===== src/rtl/mul_pkg.sv =====
// Shared definitions for the iterative multiply / multiply-accumulate unit.
package mul_pkg;

    localparam int MUL_WIDTH_DEF = 32;

    typedef enum logic [1:0] {
        ST_IDLE = 2'd0,
        ST_RUN  = 2'd1,
        ST_DONE = 2'd2
    } mul_state_e;

endpackage


===== src/rtl/mul_unit.sv =====
// Radix-2 shift-add multiplier with optional accumulate (MUL/MLA).
// Runs exactly WIDTH iterations per operation and reports the low WIDTH bits.
module mul_unit
    import mul_pkg::*;
#(
    parameter int WIDTH = MUL_WIDTH_DEF
) (
    input  logic             clk,
    input  logic             rst_n,
    input  logic             start,
    input  logic             accumulate,
    input  logic [WIDTH-1:0] op_a,
    input  logic [WIDTH-1:0] op_b,
    input  logic [WIDTH-1:0] op_acc,
    output logic             busy,
    output logic             done,
    output logic             stall,
    output logic [WIDTH-1:0] result,
    output logic             flag_n,
    output logic             flag_z
);

    localparam int CNT_W = (WIDTH > 1) ? $clog2(WIDTH) : 1;
    localparam logic [CNT_W-1:0] CNT_LAST = CNT_W'(WIDTH - 1);
    localparam logic [CNT_W-1:0] CNT_ONE  = CNT_W'(1);

    mul_state_e       state_q;
    logic [CNT_W-1:0] cnt_q;
    logic [CNT_W-1:0] cnt_d;
    logic [WIDTH-1:0] acc_q;
    logic [WIDTH-1:0] acc_d;
    logic [WIDTH-1:0] mcand_q;
    logic [WIDTH-1:0] mplier_q;
    logic [WIDTH-1:0] result_q;
    logic             busy_q;
    logic             done_q;
    logic             flag_n_q;
    logic             flag_z_q;
    logic             accept;
    logic             last_step;

    // One shift-add step: the multiplicand is pre-shifted, so only bit 0 of
    // the multiplier decides whether it joins the running sum.
    always_comb begin
        acc_d     = acc_q + (mplier_q[0] ? mcand_q : '0);
        cnt_d     = cnt_q + CNT_ONE;
        accept    = start && (state_q != ST_RUN);
        last_step = (state_q == ST_RUN) && (cnt_q == CNT_LAST);
    end

    always_ff @(posedge clk or negedge rst_n) begin
        if (!rst_n) begin
            state_q  <= ST_IDLE;
            cnt_q    <= '0;
            acc_q    <= '0;
            mcand_q  <= '0;
            mplier_q <= '0;
            result_q <= '0;
            busy_q   <= 1'b0;
            done_q   <= 1'b0;
            flag_n_q <= 1'b0;
            flag_z_q <= 1'b0;
        end else begin
            done_q <= 1'b0;
            case (state_q)
                ST_IDLE, ST_DONE: begin
                    if (accept) begin
                        state_q  <= ST_RUN;
                        busy_q   <= 1'b1;
                        cnt_q    <= '0;
                        acc_q    <= accumulate ? op_acc : '0;
                        mcand_q  <= op_a;
                        mplier_q <= op_b;
                    end else begin
                        state_q <= ST_IDLE;
                        busy_q  <= 1'b0;
                    end
                end
                ST_RUN: begin
                    acc_q    <= acc_d;
                    mcand_q  <= mcand_q << 1;
                    mplier_q <= mplier_q >> 1;
                    cnt_q    <= cnt_d;
                    if (last_step) begin
                        state_q  <= ST_DONE;
                        busy_q   <= 1'b0;
                        done_q   <= 1'b1;
                        result_q <= acc_d;
                        flag_n_q <= acc_d[WIDTH-1];
                        flag_z_q <= (acc_d == '0);
                    end
                end
                default: begin
                    state_q <= ST_IDLE;
                    busy_q  <= 1'b0;
                end
            endcase
        end
    end

    // Stall must rise in the same cycle a start is presented so the PC and
    // register-file write are frozen before the first iteration edge.
    assign stall  = rst_n && (busy_q || accept);
    assign busy   = busy_q;
    assign done   = done_q;
    assign result = result_q;
    assign flag_n = flag_n_q;
    assign flag_z = flag_z_q;

endmodule


===== config.mk =====
export PLATFORM = sky130hd
export DESIGN_NAME = mul_unit
export DESIGN_NICKNAME = d
export VERILOG_FILES = /design/src/rtl/mul_pkg.sv /design/src/rtl/mul_unit.sv
export SDC_FILE = /design/constraint.sdc
export NUM_CORES = 1
export LEC_CHECK = 0
export CORE_ASPECT_RATIO = 0.7
export CORE_UTILIZATION = 58
export CTS_CLUSTER_SIZE = 8
export DETAILED_ROUTE_END_ITERATION = 10
export PLACE_DENSITY = 0.83
export SKIP_LAST_GASP = 1
export SYNTH_ARGS = -nofsm -noshare
export SYNTH_HDL_FRONTEND = slang
export SYNTH_SLANG_ARGS = --single-unit

===== constraint.sdc =====
create_clock -name clk -period 6.8 [get_ports clk]
set_input_delay 0.68 -clock clk [delete_from_list [all_inputs] [get_ports clk]]
set_output_delay 0.68 -clock clk [all_outputs]
set_load 0.05 [all_outputs]

==> run_results.csv <==
group,metric,value,unit
synth,netlist_area,7730,um2
synth,synth_enable_flop_cells,0,
synth,syn_nets,1014,
routing,drc,0,
grt,antenna_found_initial,0,
clocking,cts_resized,0,
placement,place_congestion,1.02,
worst_setup_path,critPathKind,"flop to flop",
routing,drt_iter0_drc,510,
power_and_ir_drop,internal_power,3.09,mW
finish,nets,1121,
floorplanning,num_io_pins,137,
timing,fmax,0.259,GHz
grt,grt_pass1_wl,36000,um
clocking,root_buffer,"clkbuf_16",
routing,ant_nets,0,
placement,portBuffers,136,
timing,setup_viol,0,
timing,rsz0062_at_grt,"no",
clocking,tritoncts,"yes",
placement,place_area,9120,um2
min_path,min_path_type,"input pin to asynchronous set/reset pin",
synth,avgSynthCellArea,8.78,um2
finish,diodes,0,
run_status,status,"complete, no violations",
timing,clock-skew-final,0.0155,ns
worst_setup_path,endpoint_kind,"flop",
power_and_ir_drop,p_per_area,635,nW/um2
timing,period_needed,3.86,ns
finish,drive_gt1_frac,0.0620,
floorplanning,rows,34,
finish,syn2layout_area_growth,25.2,%
finish,final_common_cell,"nor2_1",
clocking,insertion_delay,0.43,ns
synth,synthCells,880,
clocking,cts_buffers,17,
grt,grt_pass1_vias,6849,
routing,wl_per_cell,19.2,um
power_and_ir_drop,power_frac_clock,0.145,
grt,grt_max_degree,100,
grt,grt_util_all_layers,0.338,
synth,ys_ff_latch,138,
floorplanning,start_util,0.608,
clocking,clk_pin_slew,0.07,ns
routing,wl,22300,um
synth,synth_ff_type,"dfrtp_1",
power_and_ir_drop,seqPwrFrac,0.250,
floorplanning,die_w,140,um
finish,final_area,9680,um2
grt,overflow,0,
clocking,cts.sink_count,138,
power_and_ir_drop,irDropWorstVdd,258,uV
timing,final_hold_viol_count,0,
timing,slew_headroom,0.296,
floorplanning,design.core.area,12700,um2
worst_setup_path,cp.required,7.15,ns
job,maxCapViolations,0,
worst_setup_path,arrival,4.21,ns
synth,synth_cell_types,62,
floorplanning,die-area,13800,um2
synth,synth-async-reset-ratio,1.00,
placement,place_hpwl,15700,um
clocking,hold_buffers,0,
power_and_ir_drop,p_comb_frac,0.605,
power_and_ir_drop,p_leak,4.16,nW
timing,setup_tns,0,ns
timing,fin_crit_sh,0.568,
worst_setup_path,crit_fanout,33,
timing,worst_pin_slew,1.06,ns
routing,viasPerCell,6.24,
power_and_ir_drop,switching_share,0.497,
routing,first_pass_iters,5,
synth,yosysSeqAreaShare,0.447,
power_and_ir_drop,p_switching,3.05,mW
timing,drv_slew,0,
clocking,cts_buffer_depth,2,
floorplanning,dieHeight,98.6,um
finish,final_cell_mix,"149 x nor2_1, 138 x dfrtp_1, 135 x clkdlybuf4s50_1",
clocking,cts_setup_buffers,0,
worst_setup_path,startpoint_type,"flop",
routing,vias,7253,
synth,ys_warn_count,0,
clocking,cts_htree_levels,4,
sequential cells by signal, summed over array words and instances (netlist names):
signal / flops
busy: 1
done: 1
mplier_q: 32
acc_q: 32
state_q: 2
result: 32
cnt_q: 5
mcand_q: 32
flag_z: 1
cell usage after synthesis (all sizes together) (2+ instances only):
master,instances,share of area
a221o,3,0.0039
dfrtp,138,0.45
a21o,16,0.016
buf,13,0.011
nor3b,2,0.0019
and3,10,0.0081
nand3,14,0.0091
a21oi,42,0.028
nor2b,6,0.0049
a21boi,3,0.0029
nor2,151,0.074
clkbuf,42,0.020
a22oi,34,0.033
a22o,4,0.0045
mux2,4,0.0058
nand2b,4,0.0032
o21bai,4,0.0039
a31oi,4,0.0032
or2,3,0.0028
o41ai,2,0.0023
xor2,8,0.0091
o211ai,7,0.0074
xnor2,11,0.013
a31o,2,0.0023
o2111ai,2,0.0023
o22ai,65,0.053
ha,33,0.053
nand2,68,0.033
or3,4,0.0032
nor4,3,0.0024
o21a,3,0.0029
nor3,12,0.0078
and4,4,0.0049
nand4,6,0.0049
a211oi,5,0.0049
inv,12,0.0058
and2,35,0.028
o32a,2,0.0026
o21ai,86,0.056
cell type report:
type | instances | area [um2]
flip-flops and latches | 138 | 3450
fillers | 939 | 3040
clock buffers | 18 | 429
multi-input cells | 675 | 4010
clock inverters | 14 | 125
inverters | 12 | 45.0
well taps | 162 | 203
repair buffers | 143 | 1420
per-stage QoR:
stage	power, mW	util	setup slack (ns)	hold WS, ns	cells
5_1_grt	6.55	0.761	2.61	0.157	1162
3_5_place_dp	5.14	0.717	3.10	0.470	1130
6_report	6.14	0.761	2.94	0.131	1162
4_1_cts	6.05	0.761	3.05	0.141	1162
2_1_floorplan	4.14	-	3.69	0.384	880
3_3_place_gp	5.07	0.717	3.16	0.460	1130
path summary, 6_finish.rpt:
kind                             start    endpoint  slack [ns]  cells past startpoint
setup / recovery           mplier_q[0]      flag_z        2.94                     12
hold / removal                   rst_n    acc_q[8]        0.13                      1
setup reg to reg           mplier_q[0]      flag_z        2.94                     12
hold reg to reg             result[27]  result[27]        0.48                      2
max in group asynchronous        rst_n  state_q[0]        5.68                      2
min in group clk            result[27]  result[27]        0.48                      2
metal layers:
metal	GRT usage	vias up	part of all wire
li1	-	3394	-
met1	0.513	3492	0.47
met2	0.475	341	0.42
met3	0.0982	26	0.098
met4	0.0719	0	0.010
met5	0	-	0
cell families after synthesis:
logic type                 after synthesis  share of synthesized area
adders and majority gates               34                     0.0560
buffers and inverters                   67                     0.0374
DFF                                    138                      0.447
and+or+nand+nor                        325                      0.191
AOI/OAI and AO/OA                      292                      0.239
muxes                                    5                    0.00712
xor gates and xnor gates                19                     0.0225
power groups by stage:
stage / clock [mW] / combinational, mW / sequential (mW)
2_1_floorplan: 0 / 2.47 / 1.67
3_3_place_gp: 0 / 3.55 / 1.52
3_5_place_dp: 0 / 3.61 / 1.53
4_1_cts: 0.895 / 3.63 / 1.52
5_1_grt: 0.930 / 4.04 / 1.58
6_report: 0.890 / 3.72 / 1.53
critical path, cell delays in order, from the launching register on:
cell and delay (ns):
dfrtp_1 0.71, and2_1 0.31, ha_1 0.20, fa_1 0.41
a21o_1 0.21, and4_2 0.29, or2_4 0.26, xnor2_1 0.38
and3_1 0.24, nand4_1 0.14, nor4_1 0.35, nand4_1 0.13
o21ai_1 0.15
Note: power is estimated with default switching activity, not from simulation.
